$ cat src/rtl/lcd_instr_driver_pkg.sv
// lcd_instr_driver_pkg: state encodings, LCD command constants and wait-selection helper
package lcd_instr_driver_pkg;
  typedef enum logic [2:0] {
    S_POWERON, S_INIT, S_IDLE, S_SETUP, S_PULSE, S_HOLD, S_EXEC
  } state_t;
  localparam int RS_BIT = 8;
  localparam int INIT_LEN = 4;
  localparam logic [7:0] CLR = 8'h01;
  localparam logic [7:0] HOME = 8'h02;
  localparam logic [7:0] ENTRY = 8'h06;
  localparam logic [7:0] DISP_ON = 8'h0C;
  localparam logic [7:0] FUNC_8B2L = 8'h38;
  function automatic int unsigned umax(input int unsigned a, input int unsigned b);
    return a > b ? a : b;
  endfunction
  // clear (0x01) and home (0x02/0x03) need the long execution wait
  function automatic logic is_long(input logic [8:0] w);
    return !w[RS_BIT] && w[7:2] == 6'd0 && w[7:0] != 8'd0;
  endfunction
endpackage

$ cat src/rtl/lcd_instr_driver_if.sv
// lcd_instr_driver_if: valid/ready instruction stream {RS, D[7:0]} into the LCD driver
interface lcd_instr_driver_if;
  logic [8:0] in_instr;
  logic in_valid;
  logic in_ready;
  modport master(output in_instr, output in_valid, input in_ready);
  modport slave(input in_instr, input in_valid, output in_ready);
endinterface

$ cat src/rtl/lcd_init_rom.sv
// lcd_init_rom: 2-bit index -> 9-bit init command word (function set, display on, entry mode, clear)
module lcd_init_rom
  import lcd_instr_driver_pkg::*;
(
  input  logic [1:0] idx,
  output logic [8:0] word
);
  always_comb
    word = idx == 2'd0 ? {1'b0, FUNC_8B2L} :
           idx == 2'd1 ? {1'b0, DISP_ON} :
           idx == 2'd2 ? {1'b0, ENTRY} : {1'b0, CLR};
endmodule

$ cat src/rtl/lcd_instr_driver.sv
// lcd_instr_driver: timed HD44780 write cycles from a {RS, D} valid/ready stream, with power-on wait and init sequence
// Ports: clk, reset_n (async active-low); in_if (slave stream); busy, init_done; lcd_rs, lcd_rw, lcd_en, lcd_data (LCD pins)
module lcd_instr_driver
  import lcd_instr_driver_pkg::*;
#(
  parameter int unsigned T_POWERON = 750000,
  parameter int unsigned T_SETUP = 4,
  parameter int unsigned T_EN = 25,
  parameter int unsigned T_HOLD = 4,
  parameter int unsigned T_EXEC = 1850,
  parameter int unsigned T_LONG = 76000,
  parameter bit INIT_EN = 1'b1
) (
  input  logic clk,
  input  logic reset_n,
  lcd_instr_driver_if.slave in_if,
  output logic busy,
  output logic init_done,
  output logic lcd_rs,
  output logic lcd_rw,
  output logic lcd_en,
  output logic [7:0] lcd_data
);
  localparam int unsigned T_MAX = umax(umax(umax(T_POWERON, T_SETUP), umax(T_EN, T_HOLD)), umax(T_EXEC, T_LONG));
  localparam int CW = $clog2(T_MAX) + 1;
  state_t state, state_n;
  logic [CW-1:0] cnt, cnt_n;
  logic [1:0] idx;
  logic init_active;
  logic [8:0] rom_word;
  logic done, accept, take;
  lcd_init_rom u_rom (.idx(idx), .word(rom_word));
  assign done = cnt == '0;
  assign accept = in_if.in_valid && state == S_IDLE;
  // a zero word is consumed by the handshake but never reaches the bus
  assign take = accept && in_if.in_instr != 9'h000;
  assign in_if.in_ready = state == S_IDLE;
  assign busy = state != S_IDLE;
  assign lcd_en = state == S_PULSE;
  assign lcd_rw = 1'b0;
  always_ff @(posedge clk or negedge reset_n)
    if (!reset_n) state <= S_POWERON;
    else state <= state_n;
  always_comb begin
    state_n = state;
    cnt_n = cnt - 1'b1;
    unique case (state)
      S_POWERON: if (done) state_n = INIT_EN ? S_INIT : S_IDLE;
      S_INIT: begin
        state_n = S_SETUP;
        cnt_n = CW'(T_SETUP - 1);
      end
      S_IDLE: if (take) begin
        state_n = S_SETUP;
        cnt_n = CW'(T_SETUP - 1);
      end
      S_SETUP: if (done) begin
        state_n = S_PULSE;
        cnt_n = CW'(T_EN - 1);
      end
      S_PULSE: if (done) begin
        state_n = S_HOLD;
        cnt_n = CW'(T_HOLD - 1);
      end
      S_HOLD: if (done) begin
        state_n = S_EXEC;
        cnt_n = is_long({lcd_rs, lcd_data}) ? CW'(T_LONG - 1) : CW'(T_EXEC - 1);
      end
      S_EXEC: if (done) state_n = init_active && idx != 2'(INIT_LEN - 1) ? S_INIT : S_IDLE;
      default: state_n = S_POWERON;
    endcase
  end
  always_ff @(posedge clk or negedge reset_n)
    if (!reset_n) begin
      cnt <= CW'(T_POWERON - 1);
      idx <= '0;
      init_active <= 1'b0;
      init_done <= 1'b0;
      lcd_rs <= 1'b0;
      lcd_data <= '0;
    end else begin
      cnt <= cnt_n;
      if (state == S_INIT) {lcd_rs, lcd_data} <= rom_word;
      if (take) {lcd_rs, lcd_data} <= in_if.in_instr;
      if (state == S_POWERON && done) begin
        init_active <= INIT_EN;
        init_done <= !INIT_EN;
      end
      if (state == S_EXEC && done && init_active) begin
        if (idx == 2'(INIT_LEN - 1)) begin
          init_active <= 1'b0;
          init_done <= 1'b1;
        end else idx <= idx + 1'b1;
      end
    end
endmodule

$ cat src/flat_wrapper.sv
// flat-port wrapper written by rule: the top's interface ports become plain ports
module lcd_instr_driver_flat import lcd_instr_driver_pkg::*;
#(
  parameter int unsigned T_POWERON = 750000,
  parameter int unsigned T_SETUP = 4,
  parameter int unsigned T_EN = 25,
  parameter int unsigned T_HOLD = 4,
  parameter int unsigned T_EXEC = 1850,
  parameter int unsigned T_LONG = 76000,
  parameter bit INIT_EN = 1'b1
)
  (clk, reset_n, busy, init_done, lcd_rs, lcd_rw, lcd_en, lcd_data, in_if_in_instr, in_if_in_valid, in_if_in_ready);
  lcd_instr_driver_if in_if_i ();
  input  logic clk;
  input  logic reset_n;
  output logic busy;
  output logic init_done;
  output logic lcd_rs;
  output logic lcd_rw;
  output logic lcd_en;
  output logic [7:0] lcd_data;
  input wire logic [$bits(in_if_i.in_instr)-1:0] in_if_in_instr;
  input wire logic [$bits(in_if_i.in_valid)-1:0] in_if_in_valid;
  output wire logic [$bits(in_if_i.in_ready)-1:0] in_if_in_ready;
  assign in_if_i.in_instr = in_if_in_instr;
  assign in_if_i.in_valid = in_if_in_valid;
  assign in_if_in_ready = in_if_i.in_ready;
  lcd_instr_driver #(.T_POWERON(T_POWERON), .T_SETUP(T_SETUP), .T_EN(T_EN), .T_HOLD(T_HOLD), .T_EXEC(T_EXEC), .T_LONG(T_LONG), .INIT_EN(INIT_EN)) u_core (.clk(clk), .reset_n(reset_n), .in_if(in_if_i), .busy(busy), .init_done(init_done), .lcd_rs(lcd_rs), .lcd_rw(lcd_rw), .lcd_en(lcd_en), .lcd_data(lcd_data));
endmodule
$ cat config.mk
export PLATFORM = sky130hd
export DESIGN_NAME = lcd_instr_driver_flat
export DESIGN_NICKNAME = d
export VERILOG_FILES = /design/src/rtl/lcd_instr_driver_pkg.sv /design/src/rtl/lcd_instr_driver_if.sv /design/src/rtl/lcd_init_rom.sv /design/src/rtl/lcd_instr_driver.sv /design/src/flat_wrapper.sv
export SDC_FILE = /design/constraint.sdc
export NUM_CORES = 1
export LEC_CHECK = 0
export ABC_AREA = 1
export CORE_MARGIN = 5
export CORE_UTILIZATION = 50
export DETAILED_ROUTE_END_ITERATION = 8
export GPL_TIMING_DRIVEN = 1
export PLACE_DENSITY_LB_ADDON = 0.05
export SLEW_MARGIN = 0
export SYNTH_ARGS = -nofsm -noshare
export SYNTH_HDL_FRONTEND = slang
export SYNTH_SLANG_ARGS = --single-unit
$ cat constraint.sdc
create_clock -name clk -period 1.5 [get_ports clk]
set_input_delay 0.45 -clock clk [delete_from_list [all_inputs] [get_ports clk]]
set_output_delay 0.45 -clock clk [all_outputs]
set_load 0.005 [all_outputs]
==> run summary, run 1 <==
### Run status
- result of the run: finished with violations
- violations in the final reports: setup timing

### CTS
- Clock Tree Root: sky130_fd_sc_hd__clkbuf_8
- H-tree lvl count: 2
- CTS buffer count: 5
- TritonCTS clock tree: yes
- clk_lat worst skew: 0.29 ns
- sinks on the clock net: 37
- buffers from clock root to sink, at most: 2
- clock slew seen by the registers of the worst setup and hold paths: 0.08 ns

### Pwr
- combinational share of power: 5.2%
- leakage dissipation: 1.67 nW
- overall power consumption: 2.04 mW
- Power Density: 576 nW/um2
- Clk network pwr share: 45.1%
- register share of total power: 49.7%
- cell internal power dissipation: 1.60 mW
- Switching Fraction: 21.5%
- reported net switching power: 0.437 mW
- VDD IR-drop max: 0.578 mV

### Worst setup path
- Worst setup startpoint: u_core.state[0]
- launching point of the worst reg2reg path: u_core.state[0]
- Crit. End Element: register
- worst r2r dst: u_core.cnt[7]
- Critical Path Max Stage Delay: 0.41 ns
- capturing instance or port of the critical path: u_core.cnt[7]
- cell at the slowest stage of the critical path: sky130_fd_sc_hd__dfrtp_1
- critical-path cell list: buf_6, nor2_4, nand2_4, buf_6, nor2_8, o21ai_4, nand2_4, nand3_4, buf_4, buf_4, nand2_1, a21oi_2
- total stage count of the critical path: 12
- maximum fanout along the worst path: 5
- type of the worst setup path: register to register
- number of buffer and inverter stages on the critical path: 4
- launching element type of the critical path: register
- length in cells of the worst reg-to-reg path: 12
- slack of the worst reg-to-reg path: -0.22 ns
- largest delay contributor family on the critical path: simple AND/OR/NAND/NOR gates
- required time of the worst setup path: 1.72 ns
- signal arrival time at the worst endpoint: 1.94 ns

### Die
- height of the die: 77.0 um
- Starting Density: 51.6%
- Ports: 26
- Placeable Area: 4350 um2
- width of the die: 77.0 um
- Total Die Area: 5940 um2
- Row Count: 24

### Global route
- initial antenna violation count: 0
- global-route total usage across every layer: 22.2%
- first-pass GRT wire length: 10900 um
- maximum number of pins on one net before global-route repair: 38
- vias in the first global route: 2411
- Congestion Overflow GR: 0

### Logic synthesis
- top-area cell type share of the netlist area: 26.7%
- Synth warnings: 0
- area leader, netlist: sky130_fd_sc_hd__dfrtp_1
- fraction of the yosys area taken by sequential cells: 41.9%
- biggest area contributors in the synthesized netlist: sky130_fd_sc_hd__dfrtp_1 27%, sky130_fd_sc_hd__dfstp_2 15%, sky130_fd_sc_hd__nand2_1 8.9%, sky130_fd_sc_hd__nor2_1 7.5%, sky130_fd_sc_hd__inv_1 6.7%
- area of the mapped netlist: 2250 um2
- FF+latch count, synth: 37
- Avg Inst Size Synth: 7.86 um2
- cell count after synthesis: 286
- post-synth cell types: 36
- Synthesized Nets: 303

### Drt
- 1st-pass router iterations: 4
- Total Routed Length: 6570 um
- post-detailed-route via-to-cell ratio: 5.21
- number of nets with antenna violations after detailed routing: 0
- number of DRC markers in iteration 0: 98
- via count: 2362
- routed length per placed instance: 14.5 um
- # DRC: 0

### Placed design
- RePlAce Congestion: 0.824
- Detail Placement HPWL: 4150 um
- number of buffers inserted by port buffering: 24
- worst slack at placement: -0.497 ns
- number of cells in the design after placement: 419

### Cells and area
- fillers: 277
- Nets: 417
- Area Overhead vs Synth: 57.2%
- share of final-layout standard cells stronger than drive strength 1: 45.1%
- commonest non-fill, non-tap cell in the layout: sky130_fd_sc_hd__buf_4
- area occupied by registers: 942 um2
- commonest cells after routing, fill and taps aside: 76 x sky130_fd_sc_hd__buf_4, 38 x sky130_fd_sc_hd__nand2_1, 33 x sky130_fd_sc_hd__inv_1
- non-filler instance count after layout: 453
- Antenna Cells: 0
- multi-input logic area: 1310 um2

### Timing
- final number of hold-violating endpoints: 0
- Final Cycle Share: 114%
- final number of setup-violating endpoints: 36
- unrepaired setup endpoints after global routing: yes
- Min Clock Period, post-route: 1.72 ns
- number of max-slew violations in the final report: 0
- min setup slack post-route: -0.217 ns
- highest clock frequency the design can meet: 0.582 GHz
- worst clock skew: 0.00805 ns

### Job
- max_cap viols: 0

### Worst hold path
- kind of path behind the tightest hold check: input port to async pin

[per-stage QoR]
stage | cell area (um2) | hold WS [ns] | setup TNS (ns) | utilization, %
final | 3530 | 0.112 | -4.62 | 81.1
after global routing | 3530 | 0.111 | -7.46 | 81.1
after CTS | 3370 | 0.114 | -2.02 | 77.4
after detailed placement | 3010 | 0.430 | -13.99 | 69.2
after global placement | 3010 | 0.430 | -12.40 | 69.2
after floorplan | 2270 | 0.154 | -0.0813 | -
[how the worst min path moves through the flow]
stage / startpoint / to / slack (ns) / cells past startpoint
finish: reset_n / u_core.lcd_data[3] / 0.11 / 2
global route: reset_n / u_core.idx[0] / 0.11 / 2
CTS: reset_n / u_core.cnt[15] / 0.11 / 2
detailed placement: reset_n / u_core.cnt[6] / 0.43 / 2
global placement: reset_n / u_core.cnt[6] / 0.43 / 2
floorplan: reset_n / u_core.cnt[10] / 0.15 / 0
[registers in the layout, summed over array words and instances, names as in the netlist]
| register | cells |
|---|---|
| u_core.idx | 2 |
| u_core.init_active | 1 |
| u_core.cnt | 21 |
| u_core.lcd_data | 8 |
| u_core.init_done | 1 |
| u_core.lcd_rs | 1 |
| u_core.state | 3 |
[repair_timing]
| item | in CTS | in global routing |
|---|---|---|
| endpoints found under the setup margin | 50 | 40 |
| resized for setup | 75 | 29 |
| hold buffers | 0 | 0 |
| pin swaps | 21 | 16 |
| setup buffers | 17 | 9 |
[power by group through the flow]
stage | Clock, mW | Combinational [mW] | Sequential (mW)
global placement | 0 | 0.107 | 1.03
detailed placement | 0 | 0.107 | 1.03
CTS | 0.927 | 0.105 | 1.01
global route | 0.986 | 0.117 | 1.01
finish | 0.918 | 0.106 | 1.01
floorplan | 0 | 0.0230 | 1.03
[area by class of cell]
class / instances / share of cell area [%]
multi-input combinational: 200 / 37.1
sequential: 37 / 26.7
timing repair buffer: 113 / 26.4
inverter: 43 / 4.64
clock buffer: 6 / 2.34
tap: 52 / 1.84
clock inverter: 2 / 1.06
[worst register-to-register path, delay by kind of cell (launching register included)]
kind / cells / cell delay, ns
compound gates: 2 / 0.14
simple gates: 6 / 0.57
buf+inv: 4 / 0.54
flops: 1 / 0.41
[cells in the mapped netlist]
library cell	number
sky130_fd_sc_hd__a21oi_1	6
sky130_fd_sc_hd__a41oi_1	1
sky130_fd_sc_hd__and2_1	1
sky130_fd_sc_hd__buf_2	2
sky130_fd_sc_hd__buf_4	1
sky130_fd_sc_hd__buf_6	2
sky130_fd_sc_hd__clkbuf_1	1
sky130_fd_sc_hd__conb_1	1
sky130_fd_sc_hd__dfrtp_1	24
sky130_fd_sc_hd__dfstp_2	13
sky130_fd_sc_hd__ha_1	5
sky130_fd_sc_hd__inv_1	40
sky130_fd_sc_hd__inv_2	3
sky130_fd_sc_hd__nand2_1	53
sky130_fd_sc_hd__nand2_2	1
sky130_fd_sc_hd__nand2_4	2
sky130_fd_sc_hd__nand3_1	21
sky130_fd_sc_hd__nand3_2	1
sky130_fd_sc_hd__nand3_4	1
sky130_fd_sc_hd__nand4_1	3
sky130_fd_sc_hd__nor2_1	45
sky130_fd_sc_hd__nor2_2	4
sky130_fd_sc_hd__nor2_4	3
sky130_fd_sc_hd__nor2_8	1
sky130_fd_sc_hd__nor3_1	5
sky130_fd_sc_hd__o211ai_1	2
sky130_fd_sc_hd__o21a_1	1
sky130_fd_sc_hd__o21ai_0	11
sky130_fd_sc_hd__o21ai_1	6
sky130_fd_sc_hd__o21ai_4	1
sky130_fd_sc_hd__o21bai_1	1
sky130_fd_sc_hd__o221ai_1	5
sky130_fd_sc_hd__o22ai_1	1
sky130_fd_sc_hd__o31ai_1	2
sky130_fd_sc_hd__xnor2_1	8
sky130_fd_sc_hd__xor2_1	8
[per-layer routing]
metal  GRT usage [%]  part of all wire, %
met4            7.90                  3.4
met3            3.75                  3.3
met1            26.0                   43
met2            40.2                   51
met5               0                    0
[cells by family (layout without fill, tap and decap cells)]
kind of cell    count (synthesis)  in the layout  share of synthesized area [%]
other cells                     1              1                          0.167
compound gates                 37             37                           10.5
fa+ha+maj                       5              5                           2.78
buf+inv                        49            164                           9.13
simple gates                  141            141                           29.3
xor+xnor                       16             16                           6.24
flops                          37             37                           41.9
No activity file was read; power rests on OpenSTA's default activity.
==> run 2, diff against run 1 <==
--- a/config.mk
+++ b/config.mk
@@ -10,6 +10,7 @@
 export CORE_UTILIZATION = 50
 export DETAILED_ROUTE_END_ITERATION = 8
 export GPL_TIMING_DRIVEN = 1
+export MAX_ROUTING_LAYER = met4
 export PLACE_DENSITY_LB_ADDON = 0.05
 export SLEW_MARGIN = 0
 export SYNTH_ARGS = -nofsm -noshare
==> run 2 against run 1 <==
Fmax about the same. Largest cell class unchanged. Global-route usage is 0.64 points higher. Sequential cell count is the same. The run still ends with setup timing left. Cell count is the same. Largest power group unchanged. Wire length decreased by 0.40%. Register-to-register slack is essentially flat. Sequential share of layout area stayed put.
==> run summary, run 2 (synthesis gave the netlist of run 1 again) <==
### Die
- Starting Density: 51.6%, unchanged
- Ports: 26, unchanged
- height of the die: 77.0 um, unchanged
- width of the die: 77.0 um, unchanged
- Total Die Area: 5940 um2, unchanged
- Row Count: 24, unchanged
- Placeable Area: 4350 um2, unchanged

### Job
- max_cap viols: 0, unchanged

### Global route
- maximum number of pins on one net before global-route repair: 38, unchanged
- vias in the first global route: 2411, unchanged
- global-route total usage across every layer: 22.8%, +0.64 points
- Congestion Overflow GR: 0, unchanged
- initial antenna violation count: 0, unchanged
- first-pass GRT wire length: 10900 um, +0.13%

### Cells and area
- commonest cells after routing, fill and taps aside: 76 x sky130_fd_sc_hd__buf_4, 38 x sky130_fd_sc_hd__nand2_1, 33 x sky130_fd_sc_hd__inv_1
- Antenna Cells: 0, unchanged
- commonest non-fill, non-tap cell in the layout: sky130_fd_sc_hd__buf_4
- core occupancy in the finished layout: 81.1%, unchanged
- multi-input logic area: 1310 um2, unchanged
- Area Overhead vs Synth: 57.2%, unchanged
- biggest registers after layout: u_core.cnt: 21 flops, u_core.lcd_data: 8 flops, u_core.state: 3 flops
- share of final-layout standard cells stronger than drive strength 1: 45.1%, unchanged
- area occupied by registers: 942 um2, unchanged
- flip-flop count of the largest register after layout: 21, unchanged
- fillers: 277, unchanged
- Nets: 417, unchanged
- register with the most flip-flops: u_core.cnt

### Timing
- Min Clock Period, post-route: 1.72 ns, +0.000854 ns
- final number of setup-violating endpoints: 36, unchanged
- highest clock frequency the design can meet: 0.582 GHz, about the same
- worst clock skew: 0.00884 ns, +0.000791 ns
- setup TNS after final layout: -4.62 ns, +0.00414 ns
- number of max-slew violations in the final report: 0, unchanged
- final number of hold-violating endpoints: 0, unchanged
- min setup slack post-route: -0.218 ns, -0.000854 ns
- unrepaired setup endpoints after global routing: yes
- Final Cycle Share: 115%, about the same

### Drt
- via count: 2354, -0.34%
- number of nets with antenna violations after detailed routing: 0, unchanged
- Total Routed Length: 6550 um, -0.40%
- post-detailed-route via-to-cell ratio: 5.20, -0.34%
- # DRC: 0, unchanged
- number of DRC markers in iteration 0: 107, +9.2%
- routed length per placed instance: 14.5 um, -0.40%
- 1st-pass router iterations: 4, unchanged

### Placed design
- number of buffers inserted by port buffering: 24, unchanged
- worst slack at placement: -0.497 ns, unchanged
- Detail Placement HPWL: 4150 um, unchanged
- RePlAce Congestion: 0.837, +1.5%

### Pwr
- leakage dissipation: 1.67 nW, unchanged
- Power Density: 576 nW/um2, about the same
- VDD IR-drop max: 0.576 mV, -0.34%

### Worst hold path
- kind of path behind the tightest hold check: input port to async pin

### CTS
- CTS buffer count: 5, unchanged
- Clock Tree Root: sky130_fd_sc_hd__clkbuf_8
- sinks on the clock net: 37, unchanged
- H-tree lvl count: 2, unchanged
- TritonCTS clock tree: yes
- clock slew seen by the registers of the worst setup and hold paths: 0.08 ns, about the same
- clk_lat worst skew: 0.29 ns, about the same
- buffers from clock root to sink, at most: 2, unchanged

### Worst setup path
- type of the worst setup path: register to register
- worst r2r dst: u_core.cnt[7]
- maximum fanout along the worst path: 5, unchanged
- largest delay contributor family on the critical path: simple AND/OR/NAND/NOR gates
- cell at the slowest stage of the critical path: sky130_fd_sc_hd__dfrtp_1
- Critical Path Max Stage Delay: 0.41 ns, about the same
- critical-path cell list: buf_6, nor2_4, nand2_4, buf_6, nor2_8, o21ai_4, nand2_4, nand3_4, buf_4, buf_4, nand2_1, a21oi_2
- Crit. End Element: register
- slack of the worst reg-to-reg path: -0.22 ns, about the same
- length in cells of the worst reg-to-reg path: 12, unchanged
- signal arrival time at the worst endpoint: 1.94 ns, about the same
- number of buffer and inverter stages on the critical path: 4, unchanged
- Worst setup startpoint: u_core.state[0]
- launching element type of the critical path: register
- launching point of the worst reg2reg path: u_core.state[0]
- required time of the worst setup path: 1.72 ns, about the same

### Run status
- violations in the final reports: setup timing
- result of the run: finished with violations

==> run 2: cell counts in the layout (fill, tap and decap cells not counted) <==
No cell type changed its count.
==> run 2: layer usage <==
| metal | part of all wire (%) | up-vias | global-route usage, % |
|---|---|---|---|
| met4 | 2.8 | 0 | 7.90 |
| met2 | 52 | 64 | 40.2 |
| met1 | 42 | 1128 | 26.1 |
| met5 | 0 | - | - |
| li1 | - | 1141 | - |
| met3 | 3.2 | 21 | 3.75 |
==> run 2: how the worst max path moves through the flow <==
| stage | to | slack, ns | cells after the start |
|---|---|---|---|
| floorplan | u_core.cnt[8] | -0.03 | 11 |
| global placement | u_core.cnt[10] | -0.44 | 8 |
| detailed placement | u_core.lcd_data[5] | -0.50 | 7 |
| CTS | lcd_en | -0.13 | 5 |
| global route | u_core.cnt[13] | -0.30 | 11 |
| finish | u_core.cnt[7] | -0.22 | 12 |
==> run 2: cell type report <==
| class | instances | share of cell area [%] |
|---|---|---|
| multi-input combinational | 200 | 37.1 |
| sequential | 37 | 26.7 |
| timing repair buffer | 113 | 26.4 |
| inverter | 43 | 4.64 |
| clock buffer | 6 | 2.34 |
| tap | 52 | 1.84 |
| clock inverter | 2 | 1.06 |
==> run 2: timing repair <==
action,CTS,global route
pin swaps,21,16
setup endpoints to repair,50,40
gates resized for setup,75,29
buffers inserted,17,9
hold buffers,0,0
hold endpoints to repair,0,0
==> run 2: stage by stage <==
| step | area (um2) | power (mW) | hold slack [ns] | std cells |
|---|---|---|---|---|
| after CTS | 3370 | 2.04 | 0.114 | 444 |
| final | 3530 | 2.04 | 0.110 | 453 |
| after global placement | 3010 | 1.14 | 0.430 | 419 |
| after floorplan | 2270 | 1.05 | 0.154 | 286 |
| after global routing | 3530 | 2.12 | 0.110 | 453 |
| after detailed placement | 3010 | 1.14 | 0.430 | 419 |
==> run 2: report_power, final <==
group	internal [mW]	switching (mW)	leakage (nW)
registers	1.01	0.00460	0.411
logic	0.0506	0.0554	1.20
clock network	0.541	0.377	0.0574
==> run 3, diff against run 2 <==
--- a/config.mk
+++ b/config.mk
@@ -16,3 +16,4 @@
 export SYNTH_ARGS = -nofsm -noshare
 export SYNTH_HDL_FRONTEND = slang
 export SYNTH_SLANG_ARGS = --single-unit
+export TNS_END_PERCENT = 50
==> run 3 against run 2 <==
The flow still finishes with violations (setup timing). Register-to-register slack improved by 0.03 ns. Cell count fell by 1.3%. Count of clock-buffer cells in the layout did not move. Clock skew fell by 0.0022 ns. Sequential power barely moved. Worst setup slack improved by 0.033 ns. Non-clock buffer count fell by 6. Worst hold slack improved by 0.0046 ns. Die area did not move. First-iteration DRC count fell by 18%. Combinational power barely moved. Critical path depth fell by 1. Critical endpoint is now u_core.cnt[15].
==> run summary, run 3 (synthesis gave the netlist of run 1 again) <==
### Run status
- result of the run: finished with violations
- violations in the final reports: setup timing

### Die
- Placeable Area: 4350 um2, unchanged
- Starting Density: 51.6%, unchanged
- Ports: 26, unchanged
- Row Count: 24, unchanged
- Total Die Area: 5940 um2, unchanged
- height of the die: 77.0 um, unchanged
- width of the die: 77.0 um, unchanged

### Pwr
- Switching Fraction: 21.3%, -0.18 points
- overall power consumption: 2.03 mW, -0.24%
- leakage dissipation: 1.65 nW, -1.5%
- Power Density: 582 nW/um2, +0.98%
- register share of total power: 49.8%, about the same
- combinational share of power: 5.3%, about the same
- cell internal power dissipation: 1.60 mW, about the same
- reported net switching power: 0.432 mW, -1.1%
- VDD IR-drop max: 0.576 mV, about the same
- Clk network pwr share: 44.9%, -0.2 points

### Timing
- setup TNS after final layout: -3.61 ns, +1.01 ns
- worst clock skew: 0.00661 ns, -0.00224 ns
- unrepaired setup endpoints after global routing: yes
- Min Clock Period, post-route: 1.68 ns, -0.0330 ns
- number of max-slew violations in the final report: 0, unchanged
- final number of setup-violating endpoints: 32, -11%
- Final Cycle Share: 112%, -2.2 points
- final number of hold-violating endpoints: 0, unchanged
- highest clock frequency the design can meet: 0.593 GHz, +2.0%
- min setup slack post-route: -0.185 ns, +0.0330 ns

### Cells and area
- fillers: 279, +0.72%
- Antenna Cells: 0, unchanged
- share of final-layout standard cells stronger than drive strength 1: 44.3%, -0.83 points
- commonest non-fill, non-tap cell in the layout: sky130_fd_sc_hd__buf_4
- commonest cells after routing, fill and taps aside: 70 x sky130_fd_sc_hd__buf_4, 42 x sky130_fd_sc_hd__nand2_1, 33 x sky130_fd_sc_hd__inv_1
- biggest registers after layout: u_core.cnt: 21 flops, u_core.lcd_data: 8 flops, u_core.state: 3 flops
- Area Overhead vs Synth: 55.3%
- register with the most flip-flops: u_core.cnt
- Nets: 411, -1.4%
- flip-flop count of the largest register after layout: 21, unchanged

### Global route
- global-route total usage across every layer: 22.6%, -0.17 points
- maximum number of pins on one net before global-route repair: 38, unchanged
- first-pass GRT wire length: 10800 um, -1.3%
- vias in the first global route: 2362, -2.0%
- Congestion Overflow GR: 0, unchanged
- initial antenna violation count: 0, unchanged

### CTS
- Clock Tree Root: sky130_fd_sc_hd__clkbuf_8
- H-tree lvl count: 2, unchanged
- hold buffer count at cts: 0, unchanged
- clk_lat worst skew: 0.29 ns, about the same
- buffers from clock root to sink, at most: 2, unchanged
- CTS buffer count: 5, unchanged
- sinks on the clock net: 37, unchanged
- clock slew seen by the registers of the worst setup and hold paths: 0.08 ns, about the same
- TritonCTS clock tree: yes

### Drt
- Total Routed Length: 6430 um, -1.8%
- post-detailed-route via-to-cell ratio: 5.13, -1.3%
- number of DRC markers in iteration 0: 88, -18%
- # DRC: 0, unchanged
- routed length per placed instance: 14.4 um, -0.51%
- 1st-pass router iterations: 4, unchanged
- number of nets with antenna violations after detailed routing: 0, unchanged
- via count: 2292, -2.6%

### Worst setup path
- required time of the worst setup path: 1.69 ns, -0.03 ns
- slack of the worst reg-to-reg path: -0.18 ns, +0.03 ns
- Crit. End Element: register
- launching element type of the critical path: register
- signal arrival time at the worst endpoint: 1.87 ns, -0.07 ns
- maximum fanout along the worst path: 7, +2
- type of the worst setup path: register to register

### Placed design
- RePlAce Congestion: 0.837, unchanged
- number of buffers inserted by port buffering: 24, unchanged
- Detail Placement HPWL: 4150 um, unchanged

### Job
- max_cap viols: 0, unchanged

### Worst hold path
- kind of path behind the tightest hold check: input port to async pin

[run 3: changes by cell type in the layout (fill, tap and decap cells not counted), sizes merged]
cell / previous run / this run
buf: 93 / 87
[run 3: area by class of cell]
class,count,area [um2],area share [%]
clock inverters,2,37.5,1.08
well taps,52,65.1,1.86
clock buffers,6,82.6,2.37
flip-flops and latches,37,942,27.0
multi-input cells,200,1300,37.3
inverters,43,166,4.77
repair buffers,107,893,25.6
[run 3: repair_timing]
item | 4_1_cts | 5_1_grt
pin swaps | 14 | 11
buffers inserted | 16 | 4
gates resized for setup | 63 | 40
setup endpoints to repair | 50 | 40
gates cloned | 0 | 0
[run 3: per-stage QoR]
stage / setup slack (ns) / utilization, % / cells / hold slack [ns] / instance area (um2)
detailed placement: -0.497 / 69.2 / 419 / 0.430 / 3010
floorplan: -0.0253 / - / 286 / 0.154 / 2270
global placement: -0.435 / 69.2 / 419 / 0.430 / 3010
finish: -0.185 / 80.2 / 447 / 0.115 / 3490
CTS: -0.134 / 76.5 / 443 / 0.114 / 3330
global route: -0.275 / 80.2 / 447 / 0.109 / 3490
[run 3: power by group through the flow]
stage	Combinational (mW)	Clock [mW]	Sequential, mW
floorplan	0.0230	0	1.03
global placement	0.107	0	1.03
detailed placement	0.107	0	1.03
CTS	0.105	0.927	1.01
global route	0.119	0.986	1.01
finish	0.107	0.912	1.01
[run 3: per-layer routing]
layer,wire (um),up-vias,share of wire [%],GRT usage (%)
met2,3320,59,52,39.0
met4,195,0,3.0,8.42
met1,2720,1084,42,26.3
li1,-,1126,-,-
met3,193,23,3.0,3.86
met5,0,-,0,-
[run 3: worst max-delay path: stages (launching register included)]
cell                      delay (ns)
sky130_fd_sc_hd__dfrtp_1        0.41
sky130_fd_sc_hd__buf_6          0.13
sky130_fd_sc_hd__nor2_4         0.10
sky130_fd_sc_hd__nand2_4        0.07
sky130_fd_sc_hd__buf_6          0.13
sky130_fd_sc_hd__nor2_8         0.09
sky130_fd_sc_hd__o21ai_4        0.09
sky130_fd_sc_hd__nand2_4        0.09
sky130_fd_sc_hd__nand3_4        0.10
sky130_fd_sc_hd__nor2_4         0.16
sky130_fd_sc_hd__buf_6          0.17
sky130_fd_sc_hd__nor2_4         0.04
[run 3: path summary, 6_finish.rpt]
check,cells past startpoint,to,from
hold reg to reg,2,u_core.init_done,u_core.init_done
max in group asynchronous,2,u_core.cnt[7],reset_n
hold / removal,2,u_core.idx[0],reset_n
setup reg to reg,11,u_core.cnt[15],u_core.state[0]
setup / recovery,11,u_core.cnt[15],u_core.state[0]
min in group clk,2,u_core.init_done,u_core.init_done
